===== src/rtl/opfetch_pkg.sv =====
// Shared constants and types for the register operand-fetch block.
// Optional feature macro: OPFETCH_ZERO_REG_EN (register 0 hard-wired to zero).
package opfetch_pkg;

    localparam int DATA_WIDTH_DEF = 8;
    localparam int ADR_WIDTH_DEF  = 3;
    localparam int REG_COUNT_DEF  = 1 << ADR_WIDTH_DEF;

    // Operand B source select
    localparam logic SEL_OPB_REG = 1'b0;
    localparam logic SEL_OPB_LIT = 1'b1;

    // Single-entry output stage occupancy
    typedef enum logic {
        ST_EMPTY = 1'b0,
        ST_FULL  = 1'b1
    } stage_state_t;

endpackage


===== src/rtl/reg_operand_fetch_if.sv =====
// Write-select, operand request and operand delivery signals of reg_operand_fetch.
// slave = the fetch block, master = the decoder/ALU side driving it.
interface reg_operand_fetch_if
    import opfetch_pkg::*;
#(
    parameter int DataWidth = DATA_WIDTH_DEF,
    parameter int AdrWidth  = ADR_WIDTH_DEF
) ();

    logic                 wr_en;
    logic [AdrWidth-1:0]  wr_adr;
    logic [DataWidth-1:0] wr_val;
    logic                 req_valid;
    logic                 req_ready;
    logic [AdrWidth-1:0]  rd_adr_a;
    logic [AdrWidth-1:0]  rd_adr_b;
    logic                 sel_op_b_literal;
    logic [DataWidth-1:0] literal;
    logic                 op_valid;
    logic                 op_ready;
    logic [DataWidth-1:0] op_a;
    logic [DataWidth-1:0] op_b;

    modport slave (
        input  wr_en, wr_adr, wr_val,
        input  req_valid, rd_adr_a, rd_adr_b, sel_op_b_literal, literal,
        output req_ready,
        output op_valid, op_a, op_b,
        input  op_ready
    );

    modport master (
        output wr_en, wr_adr, wr_val,
        output req_valid, rd_adr_a, rd_adr_b, sel_op_b_literal, literal,
        input  req_ready,
        input  op_valid, op_a, op_b,
        output op_ready
    );

endinterface


===== src/rtl/reg_file_storage.sv =====
// CPU register file: one synchronous write port, two asynchronous read ports.
// With OPFETCH_ZERO_REG_EN, register 0 ignores writes and always reads zero.
module reg_file_storage
    import opfetch_pkg::*;
#(
    parameter int DataWidth = DATA_WIDTH_DEF,
    parameter int AdrWidth  = ADR_WIDTH_DEF
) (
    input  logic                 i_clk,
    input  logic                 i_rst,
    input  logic                 i_wr_en,
    input  logic [AdrWidth-1:0]  i_wr_adr,
    input  logic [DataWidth-1:0] i_wr_val,
    input  logic [AdrWidth-1:0]  i_rd_adr_a,
    input  logic [AdrWidth-1:0]  i_rd_adr_b,
    output logic [DataWidth-1:0] o_rd_dat_a,
    output logic [DataWidth-1:0] o_rd_dat_b
);

    localparam int RegCount = 1 << AdrWidth;

    logic [DataWidth-1:0] r_mem [RegCount];
    logic                 w_wr_accept;

`ifdef OPFETCH_ZERO_REG_EN
    assign w_wr_accept = i_wr_en && (i_wr_adr != '0);
    assign o_rd_dat_a  = (i_rd_adr_a == '0) ? '0 : r_mem[i_rd_adr_a];
    assign o_rd_dat_b  = (i_rd_adr_b == '0) ? '0 : r_mem[i_rd_adr_b];
`else
    assign w_wr_accept = i_wr_en;
    assign o_rd_dat_a  = r_mem[i_rd_adr_a];
    assign o_rd_dat_b  = r_mem[i_rd_adr_b];
`endif

    // Storage array: cleared by reset, written on the rising edge
    always_ff @(posedge i_clk or posedge i_rst) begin
        if (i_rst) begin
            for (int i = 0; i < RegCount; i++) begin
                r_mem[i] <= '0;
            end
        end else if (w_wr_accept) begin
            r_mem[i_wr_adr] <= i_wr_val;
        end
    end

endmodule


===== src/rtl/reg_operand_fetch.sv =====
// Register operand fetch: register file plus a single-entry registered output
// stage delivering operand pairs (A, B) over valid/ready, with same-cycle
// write-to-read forwarding. Optional macro: OPFETCH_ZERO_REG_EN.
module reg_operand_fetch
    import opfetch_pkg::*;
#(
    parameter int DataWidth = DATA_WIDTH_DEF,
    parameter int AdrWidth  = ADR_WIDTH_DEF
) (
    input  logic               clk,
    input  logic               reset,
    reg_operand_fetch_if.slave bus
);

    stage_state_t         r_state, w_state_nxt;
    logic [DataWidth-1:0] r_op_a_p1, r_op_b_p1;
    logic [DataWidth-1:0] w_rd_a, w_rd_b;
    logic [DataWidth-1:0] w_fwd_a, w_fwd_b, w_op_b_src;
    logic                 w_hit_a, w_hit_b;
    logic                 w_req_ready, w_accept;

    reg_file_storage #(
        .DataWidth (DataWidth),
        .AdrWidth  (AdrWidth)
    ) u_rf (
        .i_clk      (clk),
        .i_rst      (reset),
        .i_wr_en    (bus.wr_en),
        .i_wr_adr   (bus.wr_adr),
        .i_wr_val   (bus.wr_val),
        .i_rd_adr_a (bus.rd_adr_a),
        .i_rd_adr_b (bus.rd_adr_b),
        .o_rd_dat_a (w_rd_a),
        .o_rd_dat_b (w_rd_b)
    );

    // A write landing on the same edge as a read is forwarded; register 0
    // never forwards when it is hard-wired to zero.
`ifdef OPFETCH_ZERO_REG_EN
    assign w_hit_a = bus.wr_en && (bus.wr_adr == bus.rd_adr_a) && (bus.rd_adr_a != '0);
    assign w_hit_b = bus.wr_en && (bus.wr_adr == bus.rd_adr_b) && (bus.rd_adr_b != '0);
`else
    assign w_hit_a = bus.wr_en && (bus.wr_adr == bus.rd_adr_a);
    assign w_hit_b = bus.wr_en && (bus.wr_adr == bus.rd_adr_b);
`endif

    assign w_fwd_a    = w_hit_a ? bus.wr_val : w_rd_a;
    assign w_fwd_b    = w_hit_b ? bus.wr_val : w_rd_b;
    assign w_op_b_src = (bus.sel_op_b_literal == SEL_OPB_LIT) ? bus.literal : w_fwd_b;

    assign w_req_ready = (r_state == ST_EMPTY) || bus.op_ready;
    assign w_accept    = bus.req_valid && w_req_ready;

    // Output stage occupancy register
    always_ff @(posedge clk or posedge reset) begin
        if (reset) begin
            r_state <= ST_EMPTY;
        end else begin
            r_state <= w_state_nxt;
        end
    end

    // Next occupancy: load on accept, drain when consumed without a refill
    always_comb begin
        w_state_nxt = r_state;
        case (r_state)
            ST_EMPTY: if (w_accept) w_state_nxt = ST_FULL;
            ST_FULL:  if (bus.op_ready && !w_accept) w_state_nxt = ST_EMPTY;
            default:  w_state_nxt = ST_EMPTY;
        endcase
    end

    // ---- stage p1: operand pair snapshot, loaded only on accept ----
    always_ff @(posedge clk or posedge reset) begin
        if (reset) begin
            r_op_a_p1 <= '0;
            r_op_b_p1 <= '0;
        end else if (w_accept) begin
            r_op_a_p1 <= w_fwd_a;
            r_op_b_p1 <= w_op_b_src;
        end
    end

    assign bus.req_ready = w_req_ready;
    assign bus.op_valid  = (r_state == ST_FULL);
    assign bus.op_a      = r_op_a_p1;
    assign bus.op_b      = r_op_b_p1;

endmodule


===== src/flat_wrapper.sv =====
// flat-port wrapper written by rule: the top's interface ports become plain ports
module reg_operand_fetch_flat import opfetch_pkg::*;
#(
    parameter int DataWidth = DATA_WIDTH_DEF,
    parameter int AdrWidth  = ADR_WIDTH_DEF
)
  (clk, reset, bus_wr_en, bus_wr_adr, bus_wr_val, bus_req_valid, bus_rd_adr_a, bus_rd_adr_b, bus_sel_op_b_literal, bus_literal, bus_req_ready, bus_op_valid, bus_op_a, bus_op_b, bus_op_ready);
  reg_operand_fetch_if #(.DataWidth(DataWidth), .AdrWidth(AdrWidth)) bus_i ();
  input  logic clk;
  input  logic reset;
  input wire logic [$bits(bus_i.wr_en)-1:0] bus_wr_en;
  input wire logic [$bits(bus_i.wr_adr)-1:0] bus_wr_adr;
  input wire logic [$bits(bus_i.wr_val)-1:0] bus_wr_val;
  input wire logic [$bits(bus_i.req_valid)-1:0] bus_req_valid;
  input wire logic [$bits(bus_i.rd_adr_a)-1:0] bus_rd_adr_a;
  input wire logic [$bits(bus_i.rd_adr_b)-1:0] bus_rd_adr_b;
  input wire logic [$bits(bus_i.sel_op_b_literal)-1:0] bus_sel_op_b_literal;
  input wire logic [$bits(bus_i.literal)-1:0] bus_literal;
  output wire logic [$bits(bus_i.req_ready)-1:0] bus_req_ready;
  output wire logic [$bits(bus_i.op_valid)-1:0] bus_op_valid;
  output wire logic [$bits(bus_i.op_a)-1:0] bus_op_a;
  output wire logic [$bits(bus_i.op_b)-1:0] bus_op_b;
  input wire logic [$bits(bus_i.op_ready)-1:0] bus_op_ready;
  assign bus_i.wr_en = bus_wr_en;
  assign bus_i.wr_adr = bus_wr_adr;
  assign bus_i.wr_val = bus_wr_val;
  assign bus_i.req_valid = bus_req_valid;
  assign bus_i.rd_adr_a = bus_rd_adr_a;
  assign bus_i.rd_adr_b = bus_rd_adr_b;
  assign bus_i.sel_op_b_literal = bus_sel_op_b_literal;
  assign bus_i.literal = bus_literal;
  assign bus_req_ready = bus_i.req_ready;
  assign bus_op_valid = bus_i.op_valid;
  assign bus_op_a = bus_i.op_a;
  assign bus_op_b = bus_i.op_b;
  assign bus_i.op_ready = bus_op_ready;
  reg_operand_fetch #(.DataWidth(DataWidth), .AdrWidth(AdrWidth)) u_core (.clk(clk), .reset(reset), .bus(bus_i));
endmodule

===== config.mk =====
export PLATFORM = sky130hd
export DESIGN_NAME = reg_operand_fetch_flat
export DESIGN_NICKNAME = d
export VERILOG_FILES = /design/src/rtl/opfetch_pkg.sv /design/src/rtl/reg_operand_fetch_if.sv /design/src/rtl/reg_file_storage.sv /design/src/rtl/reg_operand_fetch.sv /design/src/flat_wrapper.sv
export SDC_FILE = /design/constraint.sdc
export NUM_CORES = 1
export LEC_CHECK = 0
export ABC_AREA = 1
export CORE_ASPECT_RATIO = 1.5
export CORE_MARGIN = 2
export CORE_UTILIZATION = 28
export CTS_BUF_LIST = sky130_fd_sc_hd__clkbuf_16
export CTS_CLUSTER_DIAMETER = 120
export DETAILED_ROUTE_END_ITERATION = 6
export GPL_TIMING_DRIVEN = 0
export PLACE_DENSITY = 0.53
export SYNTH_ARGS = -nofsm -noshare
export SYNTH_HDL_FRONTEND = slang
export SYNTH_HIERARCHICAL = 1
export SYNTH_SLANG_ARGS = --single-unit

===== constraint.sdc =====
create_clock -name clk -period 2.7 [get_ports clk]
set_input_delay 0.54 -clock clk [delete_from_list [all_inputs] [get_ports clk]]
set_output_delay 0.54 -clock clk [all_outputs]
set_load 0.02 [all_outputs]

==> impl_metrics.ini, run 1 <==
[routing]
routedWlPerCell_um = 15.5
num_vias = 4807
firstDrtPassIters = 5
drc = 0
ant_nets = 0
via_per_inst = 4.65
wl_um = 16000
drtIter0Drc = 323

[placed_design]
place.gp.congestion = 0.889
port_buffers = 48
place_ws_ns = 0.143
dp_hpwl_um = 12500

[sta]
final_max_slew_viol_count = 0
setup_ws_ns = 0.413
rsz0062_at_grt = false
period_share_pct = 84.7
clock_skew_ns = 0.00752
hold_violations = 0
max_clock_freq_mhz = 437
setup_viol = 0
setup-tns-final_ns = 0
max_slew_margin_pct = 45.5
min_period_ns = 2.29
worst_pin_slew_ns = 0.817

[global_route]
use_met2_pct = 29.6
antenna_found_initial = 0
busiest_layer = met2
grtUsageMet3_pct = 2.70
globalRouteMet1Util_pct = 21.0
grt_pass1_wl_um = 26000
grt_max_degree = 65
grt_use_total_pct = 17.8
grt_pass1_vias = 4778
globalRoute.totalOverflow = 0

[floorplan]
die_w_um = 112
die_h_um = 166
boundaryPins = 49
initial_core_util_pct = 28.4
row_count = 59
die_area_um2 = 18600
core_um2 = 17300

[worst_setup_path]
cp_top_family = buffers and inverters
path_class = input pin to primary output
rr_endpoint = u_core/bus.op_a[4]
r2r_start = u_core/u_rf/r_mem[36]
crit_path_frequent_cell = clkdlybuf4s50_1
endpoint_kind = primary output
arrival_ns = 1.75
crit_chain = clkdlybuf4s50_1 -> inv_1 -> nand2_1 -> clkdlybuf4s50_1
reg2reg_depth = 10
worstPathRequired_ns = 2.16
slowest_stage = clkdlybuf4s50_1
critPathBufInv = 3
cpPeakStageDelay_ns = 0.62
start_kind = input pin
crit_path_max_fanout = 3
r2r_slack_ns = 1.43

[cts]
post-cts-setup-buffers = 0
cts_htree_levels = 3
cts_root_buf = clkbuf_16
cts_inserted_buffers = 9
postCtsHoldBufs = 0
cts_max_path_buffers = 2
clk_pin_slew_ns = 0.06
cts_tree = done
clk_latency_ns = 0.34
cts_resized = 0
cts_sinks = 81

[synth]
synth-seq-area-share_pct = 41.4
synth_cell_types = 20
postSynthCellCount = 757
synth_warnings = 6
ys_ff_latch = 81
synth_area_um2 = 4900
synth.avg_cell_area_um2 = 6.47
synthesis.nets = 788

[finish]
final_common_cell = nand2_1
syn2layout_area_growth_pct = 21.6
n_antenna_cell = 0
fill_cells = 1918
nets = 847
layout_common_cells = nand2_1, inv_1, nand3_1, dfrtp_1, o21ai_0
drive_gt1_share_pct = 6.33

[hold_path]
worstHoldStart = u_core/bus.op_a[5]
hold_path_depth = 2
worstHoldEndpoint = u_core/bus.op_a[5]
worst_hold_path_type = flop to flop

[power_and_ir_drop]
ir_drop_v = 0.000294
p_leak_uw = 0.00324
powerDensity_nw_per_um2 = 651

[run_status]
status = finished, final reports clean

[flow_run]
drv_cap = 0
==> report_power, final <==
group	total, µW	internal, µW	switching, µW
logic	1050	383	665
registers	1550	1440	114
clock network	1280	800	481
total	3880	2620	1260
==> through the flow <==
| stage | power [µW] | utilization, % | instance area (µm²) | hold WS [ns] | std cells |
|---|---|---|---|---|---|
| global placement | 2610 | 32.7 | 5650 | 0.464 | 1018 |
| finish | 3880 | 34.5 | 5960 | 0.477 | 1034 |
| detailed placement | 2620 | 32.7 | 5650 | 0.465 | 1018 |
| CTS | 3920 | 34.5 | 5960 | 0.483 | 1034 |
| floorplan | 2230 | - | 4900 | 0.453 | 757 |
| global route | 4160 | 34.5 | 5960 | 0.497 | 1034 |
==> flip-flops by register name, indices dropped and copies added (netlist names) <==
name / cells
u_core/u_rf/r_mem: 64
u_core/bus.op_a: 8
u_core/bus.op_b: 8
u_core/bus.op_valid: 1
==> metal layers <==
metal  vias up  part of all wire [%]
met1      2176                    41
met4         0                   6.7
met2       149                    49
met5         -                     0
met3        47                   3.9
li1       2435                     -
==> synthesized netlist by cell type <==
cell / count / area, µm²
buf_1: 2 / 7.51
buf_2: 19 / 95.1
buf_4: 1 / 7.51
buf_6: 4 / 45.0
clkbuf_1: 7 / 26.3
dfrtp_1: 81 / 2030
inv_1: 93 / 349
inv_2: 1 / 3.75
nand2_1: 360 / 1350
nand2_2: 5 / 31.3
nand2_4: 2 / 22.5
nand3_1: 89 / 445
nor2_1: 21 / 78.8
nor2_2: 1 / 6.26
nor2_4: 3 / 33.8
nor2_8: 1 / 20.0
nor3_4: 1 / 16.3
o21ai_0: 64 / 320
o21ai_1: 1 / 5.00
xor2_1: 1 / 8.76
==> worst max-delay path by stage <==
stage | endpoint | from | depth (start not counted) | slack (ns)
detailed placement | u_core/bus.op_a[4] | bus_rd_adr_a[0] | 12 | 0.14
global placement | u_core/u_rf/r_mem[9] | reset | 2 | -0.73
CTS | bus_req_ready | bus_op_ready | 4 | 0.40
floorplan | u_core/u_rf/r_mem[0] | reset | 1 | 0.56
global route | bus_req_ready | bus_op_ready | 4 | 0.36
finish | bus_req_ready | bus_op_ready | 4 | 0.41
==> logic make-up (layout without fill, tap and decap cells) <==
group / count (synthesis) / count (layout) / share of synthesized area [%]
simple gates: 483 / 483 / 40.9
buf+inv: 127 / 191 / 10.9
compound gates: 65 / 65 / 6.64
flops: 81 / 81 / 41.4
xor+xnor: 1 / 1 / 0.179
==> worst reg2reg max path: stages (launching register included) <==
cell and delay, ns:
dfrtp_1 0.38, inv_1 0.07, nand2_1 0.05, nand3_1 0.11, nand2_1 0.07, nand2_1 0.11, nand2_1 0.11, nand2_1 0.09
nand2_1 0.06, nand2_1 0.07, nand2_1 0.05
==> cell type report <==
type	instances	area [µm²]	share of cell area (%)
plain buffers	33	181	3.04
clock buffers	9	225	3.78
clock inverters	7	86.3	1.45
inverters	94	355	5.96
multi-input cells	549	2340	39.2
flip-flops and latches	81	2030	34.0
well taps	213	267	4.47
repair buffers	48	480	8.06
Note: power is estimated with default switching activity, not from simulation.
==> run 2, diff against run 1 <==
- PLACE_DENSITY: 0.53 -> 0.55
- clock period: 2.7 -> 2 ns (I/O delays scaled with it)
==> run 2 against run 1 <==
First-iteration DRC count shrank 7.4%. Non-clock buffer count grew 1. Via count fell by 0.58%. Design area up 0.50%. Worst hold slack worse by 0.0022 ns. Routed wire length grew 0.34%. Global-route usage fell by 0.45 points. Final cell count barely moved. Sequential cell count stayed put. Core utilization grew 0.17 points. Critical endpoint is now u_core/bus.op_a[4]. Largest cell class unchanged.
==> impl_metrics.ini, run 2 (synthesis results as in run 1) <==
[run_status]
status = finished, final reports clean

[finish]
syn2layout_area_growth_pct = 22.3
final_common_cell = nand2_1
nets = 848
layout_common_cells = nand2_1, inv_1, nand3_1, dfrtp_1, o21ai_0
regMostFlops = u_core/u_rf/r_mem
drive_gt1_share_pct = 7.30
largest_register_ffs = 64
fin_area_um2 = 5990
fill_cells = 1862
n_antenna_cell = 0

[worst_setup_path]
arrival_ns = 2.14
crit_chain = clkdlybuf4s50_1 -> buf_2 -> clkbuf_2 -> nand2_1 -> nand3_1 -> nand2_1 -> nand2_1 -> nand2_1 -> nand2_1 -> nand2_1 -> nand2_1 -> nand2_1
start_kind = input pin
crit_path_max_fanout = 10
slowest_stage = clkdlybuf4s50_1
crit_path_frequent_cell = nand2_1
endpoint_kind = flop
worstPathRequired_ns = 2.24
cpPeakStageDelay_ns = 0.53
path_class = input pin to flop

[cts]
cts_sinks = 81
cts_root_buf = clkbuf_16
cts_inserted_buffers = 9
clk_pin_slew_ns = 0.06
cts_htree_levels = 3
cts_max_path_buffers = 2
cts_tree = done
clk_latency_ns = 0.35

[hold_path]
worst_hold_path_type = flop to flop

[routing]
firstDrtPassIters = 7
wl_um = 16100
ant_nets = 0
routedWlPerCell_um = 15.6
via_per_inst = 4.62
drtIter0Drc = 299
num_vias = 4779
drc = 0

[floorplan]
initial_core_util_pct = 28.4
die_h_um = 166
boundaryPins = 49
die_w_um = 112
die_area_um2 = 18600
row_count = 59
core_um2 = 17300

[sta]
period_share_pct = 94.7
setup_viol = 0
hold_violations = 0
rsz0062_at_grt = false
worst_pin_slew_ns = 0.844
final_max_slew_viol_count = 0
clock_skew_ns = 0.00746
max_clock_freq_mhz = 528
max_slew_margin_pct = 43.7
min_period_ns = 1.89

[placed_design]
placed_area_um2 = 5650
port_buffers = 48
place.gp.congestion = 0.898
dp_hpwl_um = 12300

[global_route]
grt_max_degree = 65
grtUsageMet3_pct = 2.30
globalRoute.totalOverflow = 0
antenna_found_initial = 0
grt_pass1_vias = 4643
busiest_layer = met2
grt_pass1_wl_um = 25100
grt_use_total_pct = 17.3
use_met2_pct = 30.5
globalRouteMet1Util_pct = 19.7

[power_and_ir_drop]
power_uw = 5280
p_leak_uw = 0.00326
ir_drop_v = 0.000405
powerDensity_nw_per_um2 = 882

[flow_run]
drv_cap = 0
run 2: changes by cell type in the layout (fill, tap and decap cells not counted):
| cell | before | now |
|---|---|---|
| buf_1 | 2 | 0 |
| buf_2 | 19 | 14 |
| buf_4 | 1 | 4 |
| clkbuf_1 | 7 | 3 |
| clkbuf_2 | 0 | 6 |
| clkbuf_4 | 0 | 3 |
| clkdlybuf4s50_1 | 48 | 47 |
| clkinvlp_4 | 2 | 3 |
| dlygate4sd2_1 | 0 | 1 |
| inv_1 | 93 | 92 |
run 2: layout make-up:
class | instances | area, µm² | share of cell area [%]
Buffer | 33 | 201 | 3.36
Clock buffer | 9 | 225 | 3.76
Timing Repair Buffer | 49 | 487 | 8.12
Clock inverter | 7 | 86.3 | 1.44
Multi-Input combinational cell | 549 | 2340 | 39.0
Sequential cell | 81 | 2030 | 33.8
Tap cell | 213 | 267 | 4.45
Inverter | 94 | 359 | 5.99
run 2: final timing paths:
path                       slack [ns]  depth (start not counted)             startpoint               endpoint
min in group asynchronous        0.52                          2                  reset     u_core/bus.op_a[1]
max in group asynchronous        0.85                          2                  reset  u_core/u_rf/r_mem[59]
setup / recovery                 0.11                         12        bus_rd_adr_a[0]     u_core/bus.op_a[4]
hold reg to reg                  0.47                          2     u_core/bus.op_b[5]     u_core/bus.op_b[5]
hold / removal                   0.47                          2     u_core/bus.op_b[5]     u_core/bus.op_b[5]
setup reg to reg                 0.76                         10  u_core/u_rf/r_mem[52]     u_core/bus.op_a[4]
run 2: per-layer routing:
layer,part of all wire [%],wire length (µm)
met3,3.3,538
met5,0,0
met1,41,6620
met4,6.2,995
met2,49,7940
run 2: power by group:
group / switching (µW) / leakage (µW) / internal, µW / total, µW
clock: 672 / 0.000148 / 1080 / 1750
sequential: 149 / 0.00101 / 1940 / 2090
combinational: 917 / 0.00210 / 523 / 1440
run 2: through the flow:
| step | setup WS [ns] | cells | utilization [%] | setup TNS, ns | hold slack, ns |
|---|---|---|---|---|---|
| after floorplan | 0.00190 | 757 | - | 0 | 0.326 |
| after global placement | -1.29 | 1018 | 32.7 | -92.10 | 0.462 |
| after detailed placement | -0.392 | 1018 | 32.7 | -10.09 | 0.466 |
| after CTS | 0.0322 | 1034 | 34.5 | 0 | 0.482 |
| after global routing | 0.00179 | 1035 | 34.7 | 0 | 0.501 |
| final | 0.105 | 1035 | 34.7 | 0 | 0.475 |
run 2: repair_timing:
action                     4_1_cts  5_1_grt
resized for setup                3       14
setup endpoints to repair        4       16
buffers inserted                 0        1
hold buffers                     0        0
run 2: worst max-delay path: cells and delay by family:
| kind | cells | cell delay [ns] |
|---|---|---|
| buffers and inverters | 3 | 1.01 |
| and+or+nand+nor | 9 | 0.73 |
==> run 3, diff against run 2 <==
- CORE_ASPECT_RATIO: 1.5 -> 1.25
- CTS_CLUSTER_SIZE: unset -> 8
==> run 3 against run 2 <==
Combinational power is essentially flat. Total power shrank 5.7%. Clock skew grew 0.0040 ns. Worst setup slack lost 0.032 ns. Critical endpoint is now u_core/bus.op_b[7]. Routed wire length grew 0.35%. Design area shrank 0.63%. Maximum frequency shrank 1.7%. Clock power shrank 17%. Largest power group unchanged. Core utilization shrank 0.26 points. Worst hold slack gained 0.0021 ns. Non-clock buffer count shrank 1.
==> impl_metrics.ini, run 3 (synthesis results as in run 1) <==
[routing]
via_per_inst = 4.52
dr_wl_met3_um = 637
drc = 0
firstDrtPassIters = 5
drtIter0Drc = 361
routedWlPerCell_um = 15.5
highest_layer = met4
wl_um = 16200
num_vias = 4721
drt-met1-wl_um = 7100
dr_wl_met2_um = 7780
ant_nets = 0

[sta]
worst_pin_slew_ns = 0.819
hold_violations = 0
max_clock_freq_mhz = 519
clock_skew_ns = 0.0115
setup_viol = 0
final_max_slew_viol_count = 0
rsz0062_at_grt = false
min_period_ns = 1.93
max_slew_margin_pct = 45.4
period_share_pct = 96.3
setup_ws_ns = 0.0732

[global_route]
globalRoute.totalOverflow = 0
grt_use_total_pct = 18.4
antenna_found_initial = 0
grt_pass1_vias = 4692
grt_pass1_wl_um = 26100
grt_max_degree = 65

[finish]
final_cells = 1044
layout_common_cells = nand2_1, inv_1, nand3_1, dfrtp_1, o21ai_0
final_common_cell = nand2_1
syn2layout_area_growth_pct = 21.5
largest_register_ffs = 64
regMostFlops = u_core/u_rf/r_mem
n_antenna_cell = 0
drive_gt1_share_pct = 7.07
fill_cells = 1952
nets = 847

[power_and_ir_drop]
p_leak_uw = 0.00326
power_frac_comb_pct = 28.6
powerDensity_nw_per_um2 = 837
switchingPower_uw = 1700
internal_power_uw = 3280
ir_drop_v = 0.000389
power.share.clock_pct = 29.3
seqPwrFrac_pct = 42.1
switching_share_pct = 34.2

[floorplan]
die_h_um = 152
die_w_um = 122
row_count = 54
initial_core_util_pct = 28.3
die_area_um2 = 18600
core_um2 = 17300
boundaryPins = 49

[worst_setup_path]
worstPathRequired_ns = 2.24
endpoint_kind = flop
crit_path_max_fanout = 10
arrival_ns = 2.17
start_kind = input pin
path_class = input pin to flop

[cts]
cts_tree = done
cts_root_buf = clkbuf_16
cts_htree_levels = 3
cts_inserted_buffers = 9
clk_pin_slew_ns = 0.06
postCtsHoldBufs = 0
clk_latency_ns = 0.35
post-cts-setup-buffers = 0
cts_resized = 7
cts_max_path_buffers = 2
cts_sinks = 81

[placed_design]
port_buffers = 48
place.gp.congestion = 1.02
place_ws_ns = -0.454
place_inst = 1029
dp_hpwl_um = 12400

[run_status]
status = finished, final reports clean

[hold_path]
worst_hold_path_type = flop to flop

[flow_run]
drv_cap = 0
==> run 3: cell types whose count changed in the layout (fill, tap and decap cells not counted) <==
cell,previous run,this run
bufinv_16,2,0
clkinvlp_4,3,2
clkdlybuf4s50_1,47,45
clkinv_1,2,3
dlymetal6s2s_1,0,2
clkbuf_2,6,4
clkbuf_4,3,5
buf_2,14,13
clkinv_2,0,1
nand2_2,5,6
nand2_1,360,359
==> run 3: power groups by stage <==
stage          Combinational (µW)  Clock, µW  Sequential [µW]
2_1_floorplan                 852          0             2160
3_3_place_gp                 1400          0             2110
3_5_place_dp                 1410          0             2120
4_1_cts                      1420       1500             2100
5_1_grt                      1630       1590             2140
6_report                     1420       1460             2100
==> run 3: worst paths after layout <==
kind | to | slack [ns] | cells past startpoint | from
min in group asynchronous | u_core/bus.op_b[7] | 0.56 | 2 | reset
min reg2reg | u_core/bus.op_a[2] | 0.48 | 2 | u_core/bus.op_a[2]
max reg2reg | u_core/bus.op_b[5] | 0.75 | 10 | u_core/u_rf/r_mem[5]
min | u_core/bus.op_a[2] | 0.48 | 2 | u_core/bus.op_a[2]
max | u_core/bus.op_b[7] | 0.07 | 12 | bus_rd_adr_b[1]
max in group asynchronous | u_core/u_rf/r_mem[6] | 0.83 | 2 | reset
==> run 3: area by class of cell <==
| type | instances | area (µm²) | area share (%) |
|---|---|---|---|
| clock inverters | 6 | 27.5 | 0.462 |
| flip-flops and latches | 81 | 2030 | 34.0 |
| multi-input cells | 549 | 2340 | 39.3 |
| plain buffers | 33 | 209 | 3.51 |
| clock buffers | 9 | 225 | 3.78 |
| well taps | 224 | 280 | 4.71 |
| inverters | 94 | 359 | 6.03 |
| repair buffers | 48 | 484 | 8.13 |
==> run 3: worst max-delay path, cell delays in order <==
cell,delay (ns)
clkdlybuf4s50_1,0.56
buf_4,0.20
inv_1,0.13
clkbuf_4,0.22
nand3_1,0.10
nand2_1,0.05
nand2_1,0.13
nand2_1,0.09
nand2_1,0.08
nand3_1,0.07
nand2_1,0.08
nand2_1,0.05
==> run 3: per-layer routing <==
metal	track usage, %	vias up
li1	-	2437
met1	23.3	2148
met3	3.08	28
met2	29.6	108
met5	0	-
met4	10.1	0
==> run 3: metrics by stage <==
step                      instance area, µm²  power [µW]  hold slack [ns]  setup TNS, ns  util, %
after floorplan                         4900        3010            0.326              0        -
after global placement                  5660        3520            0.463         -97.17     32.7
after detailed placement                5660        3540            0.466         -11.78     32.7
after CTS                               5920        5020            0.482              0     34.3
after global routing                    5950        5350            0.501              0     34.4
final                                   5950        4980            0.477              0     34.4
